### src/rtl/ic_axi_rd_resp.sv
// I-cache line fetch responder: turns a one-cycle line request into a single
// 4-beat INCR AXI4 read and returns the assembled 128-bit line with strobes.
module ic_axi_rd_resp #(
  parameter int              IDW    = 4,
  parameter logic [IDW-1:0]  AXI_ID = '0
) (
  input  logic           clk,
  input  logic           rst_n,
  input  logic           rst_pipe,
  input  logic           rd_start_rq,
  input  logic [31:0]    rd_in_addr,
  output logic [127:0]   rdat_m_data,
  output logic           rdat_m_valid,
  output logic           finish_mrd,
  output logic           rd_err,
  output logic           rd_busy,
  output logic [IDW-1:0] arid,
  output logic [31:0]    araddr,
  output logic [7:0]     arlen,
  output logic [2:0]     arsize,
  output logic [1:0]     arburst,
  output logic           arvalid,
  input  logic           arready,
  input  logic [IDW-1:0] rid,
  input  logic [31:0]    rdata,
  input  logic [1:0]     rresp,
  input  logic           rlast,
  input  logic           rvalid,
  output logic           rready
);

  typedef enum logic [1:0] {IDLE, ARREQ, RDAT, DONE} state_t;

  state_t      state;
  logic [31:0] addr;
  logic [1:0]  cnt;
  logic        err;
  logic        drop;
  logic        valid_q;
  logic        err_q;

  // Byte offset within the line is irrelevant; the burst always starts line-aligned.
  logic unused_addr_bits;
  assign unused_addr_bits = ^rd_in_addr[3:0];

  logic beat_ok;
  logic drop_now;
  logic beat_err;
  assign beat_ok  = rvalid & rready & (rid == AXI_ID);
  assign drop_now = drop | rst_pipe;
  assign beat_err = (rresp != 2'b00);

  assign arid    = AXI_ID;
  assign araddr  = {addr[31:4], 4'h0};
  assign arlen   = 8'd3;
  assign arsize  = 3'b010;
  assign arburst = 2'b01;

  // A pipeline reset arriving in the completion cycle must still kill the strobe.
  assign rdat_m_valid = valid_q & ~rst_pipe;
  assign rd_err       = err_q & ~rst_pipe;

  always_ff @(posedge clk or negedge rst_n) begin
    if (!rst_n) begin
      state       <= IDLE;
      addr        <= '0;
      cnt         <= '0;
      err         <= 1'b0;
      drop        <= 1'b0;
      valid_q     <= 1'b0;
      err_q       <= 1'b0;
      finish_mrd  <= 1'b0;
      rd_busy     <= 1'b0;
      arvalid     <= 1'b0;
      rready      <= 1'b0;
      rdat_m_data <= '0;
    end else begin
      valid_q    <= 1'b0;
      err_q      <= 1'b0;
      finish_mrd <= 1'b0;
      case (state)
        IDLE: begin
          if (rd_start_rq) begin
            addr        <= rd_in_addr;
            cnt         <= '0;
            err         <= 1'b0;
            rdat_m_data <= '0;
            arvalid     <= 1'b1;
            rd_busy     <= 1'b1;
            state       <= ARREQ;
          end
        end
        ARREQ: begin
          if (rst_pipe) drop <= 1'b1;
          if (arready) begin
            arvalid <= 1'b0;
            rready  <= 1'b1;
            state   <= RDAT;
          end
        end
        RDAT: begin
          if (rst_pipe) drop <= 1'b1;
          if (beat_ok) begin
            // Word index saturates so any overlong burst keeps landing in word 3.
            rdat_m_data[{cnt, 5'b0} +: 32] <= rdata;
            if (cnt != 2'd3) cnt <= cnt + 2'd1;
            if (beat_err) err <= 1'b1;
            if (rlast) begin
              rready     <= 1'b0;
              finish_mrd <= 1'b1;
              valid_q    <= ~drop_now;
              err_q      <= ~drop_now & (err | beat_err);
              state      <= DONE;
            end
          end
        end
        DONE: begin
          rd_busy <= 1'b0;
          drop    <= 1'b0;
          state   <= IDLE;
        end
        default: state <= IDLE;
      endcase
    end
  end

endmodule
### config.mk
export PLATFORM = sky130hd
export DESIGN_NAME = ic_axi_rd_resp
export DESIGN_NICKNAME = d
export VERILOG_FILES = /design/src/rtl/ic_axi_rd_resp.sv
export SDC_FILE = /design/constraint.sdc
export NUM_CORES = 1
export LEC_CHECK = 0
export BUFFER_PORTS_ARGS = -buffer_cell sky130_fd_sc_hd__buf_2
export CORE_MARGIN = 1.5
export CORE_UTILIZATION = 49
export DETAILED_ROUTE_END_ITERATION = 6
export PLACE_DENSITY = 0.8
export SLEW_MARGIN = 20
export SYNTH_ARGS = -nofsm -noshare
export SYNTH_HDL_FRONTEND = slang
export SYNTH_SLANG_ARGS = --single-unit
### constraint.sdc
create_clock -name clk -period 2.2 [get_ports clk]
set_input_delay 0.33 -clock clk [delete_from_list [all_inputs] [get_ports clk]]
set_output_delay 0.33 -clock clk [all_outputs]
set_load 0.02 [all_outputs]
==> summary.md <==
| Metric | Value |
|---|---|
| Area grow syn2layout | 28.7% |
| H-tree Lvls | 4 |
| Overflow after GRT | 0 |
| Critical Path Fanout Max | 15 |
| Syn_area_per_cell | ~14 sq um |
| Hold_ws | 134 ps |
| Cell with the most instances after synthesis | dfrtp_1 |
| Clk slew on worst S/H paths | ~60 ps |
| Endpoints failing setup | 0 |
| DRC violations left | 0 |
| Fillcell total | between 1000 and 1500 |
| Total Die Area | around 0.015 sq mm |
| Post-synth cell types | 41 |
| Status | finished clean |
| I/O pin cnt | 260 |
| Root buffer cell | clkbuf_16 |
| Post-route ant nets | 0 |
| Vias in the first global route | 5433 |
| Core area | about 0.013 sq mm |
| Final Max Slew Viols | 0 |
| Worst setup path class | register to register |
| Critical Path AT | ~2400 ps |
| Fin Clk Skew | ~11 ps |
| CTS tree | yes |
| VDD IR max | between 0.8 and 0.9 mV |
| # rows | between 40 and 50 |
| PD cells | roughly 1100 mW/mm^2 |
| Flops & latches, synth | roughly 170 |
| TritonCTS Buffers | 17 |
| Fmax | 0.478 GHz |
| Die span in y | between 100 and 150 um |
| Effective utilization at floorplan | roughly half |
| Primary FF master, synth | dfrtp_1 |
| Total number of vias | 5188 |
| FFs w/ async S/R, synth | 100% |
| P_leak | between 4 and 5 nW |
| Synth area leaders | dfrtp_1 (62%), o2bb2ai_1 (9.6%), mux2_2 (4.9%) |
| Worst setup margin | between 100 and 150 ps |
| RD Place Congestion | between 0.8 and 0.9 |
| Sequential element share of the synthesized area | between 60% and 70% |
| Drt pass-1 iters | 4 |
| CTS sink count | around 170 |
| Setup crit end kind | register |
| Critical path data required time | roughly 2500 ps |
| Max-cap check violation count | 0 |
| Cell count after placement | a little under 900 |
| Yosys top cell area share | roughly three fifths |
| Worst min path class | input pin to register |
| Synth warn | 0 |
| Largest net degree at the start of global routing | around 60 |
| Port Buffer Count | roughly 230 |
| Clock Tree Buf Depth | 2 |
| Initial antenna violation count | 0 |
| Final worst-path cycle share | a little over nine tenths |
| Most frequent cells after synthesis | dfrtp_1 (168), o2bb2ai_1 (75), nand2_1 (39) |
| TNS Setup | 0 ps |
| Post-CTS Setup Bufs | 0 |
| Post-synth EDFFs | 0 |
| Largest area contributor in the netlist | dfrtp_1 |
| WL/cell | approximately 20 um |
| First-pass GRT wire length | roughly 29000 um |
| Initial DRC count | between 300 and 400 |
| Setup crit start | state[0] |
| Mapped Area | between 0.006 and 0.007 sq mm |
| Final nets | approximately 820 |
| GRT Total Usage | roughly a quarter |
| Fin crit period | ~2100 ps |
| Ant. Diodes | 0 |
| Routed Wire Length | 18300 um |
| Origin of the critical flop-to-flop path | state[0] |
| Fin. Hold Viols | 0 |
| HPWL after detailed placement | roughly 13000 um |
| Pre-CTS setup slack | roughly 46 ps |
| Post-Synthesis Cells | roughly 490 |
| DR vias/cell | 5.63 |
| Min-delay src | rd_in_addr[23] |
| Clk_lat worst skew | about 420 ps |
| Die width | about 120 um |
| CP Launch Type | register |
| Share of cells above drive strength 1 | 46.5% |
| Final non-filler cell total | about 920 |
[worst max-delay path, stage by stage, from the launching register on]
cell	delay (ps)
dfrtp_1	420
inv_1	140
ha_2	340
buf_4	200
nand2_1	70
nor2_1	200
nand4_1	170
buf_4	240
o2bb2ai_1	210
[power by group]
group | switching (mW) | total, mW | internal [mW]
combinational | 2.06 | 3.05 | 0.986
sequential | 0.209 | 3.65 | 3.44
clock | 1.19 | 3.11 | 1.93
total | 3.46 | 9.81 | 6.35
[kinds of logic (layout without fill, tap and decap cells)]
| kind of cell | count (synthesis) | count (layout) | share of synthesized area, % |
|---|---|---|---|
| buffers and inverters | 63 | 298 | 5.49 |
| flip-flops | 168 | 168 | 61.5 |
| multiplexers | 33 | 33 | 5.38 |
| other | 2 | 21 | 0.110 |
| AND/OR/NAND/NOR | 67 | 67 | 5.13 |
| adder cells (fa/ha/maj) | 11 | 11 | 2.01 |
| AO/OA/AOI/OAI | 148 | 148 | 20.3 |
[layout by cell type (no fill, tap or decap), types with 8 or more instances in the layout]
cell type	instances
buf_2	233
dfrtp_1	168
o2bb2ai_1	75
nand2_1	39
a22o_1	33
mux2_2	30
buf_4	24
conb_1	21
o2bb2ai_2	19
clkbuf_16	17
ha_1	10
nand3_1	8
[repair_timing]
action                     CTS  global route
hold endpoints to repair    48             0
resized for setup            0             2
setup endpoints to repair    0           109
hold buffers                 1             0
[through the flow]
step	utilization [%]	power, mW	cell area [sq um]
after floorplan	-	5.63	6900
after global placement	60.9	6.60	8160
after detailed placement	60.9	6.72	8160
after CTS	65.6	9.84	8790
after global routing	65.6	10.2	8800
final	65.6	9.81	8800
[final cells by class]
type	count	area (sq um)	area share, %
clock inverter	11	174	1.98
inverter	7	26.3	0.299
multi-input combinational	280	2340	26.6
tap	176	220	2.50
clock buffer	20	447	5.08
timing repair buffer	260	1390	15.8
sequential	168	4200	47.8
[sequential cells by signal, summed over array words and instances, names as in the netlist]
register     flops
drop             1
rd_busy          1
rdat_m_data    128
arvalid          1
rready           1
addr            28
finish_mrd       1
valid_q          1
err_q            1
state            2
cnt              2
err              1
[per-layer routing]
layer  wire length (um)  vias to the layer above  part of all wire [%]  global-route usage [%]
met1               7550                     2571                    41                    33.2
met5                  0                        -                     0                       0
met3               1430                       42                   7.8                    6.25
met4                446                        0                   2.4                    10.4
met2               8880                      297                    49                    42.2
li1                   -                     2278                     -                       -
[worst paths after layout]
kind	endpoint	slack (ps)	cells past startpoint
max	rdat_m_data[38]	110	8
min	addr[23]	130	2
max reg2reg	rdat_m_data[38]	110	8
min reg2reg	rdat_m_data[52]	490	1
max in group asynchronous	rdat_m_data[55]	1020	3
min in group asynchronous	addr[17]	420	2
(Power assumes the default switching activity.)
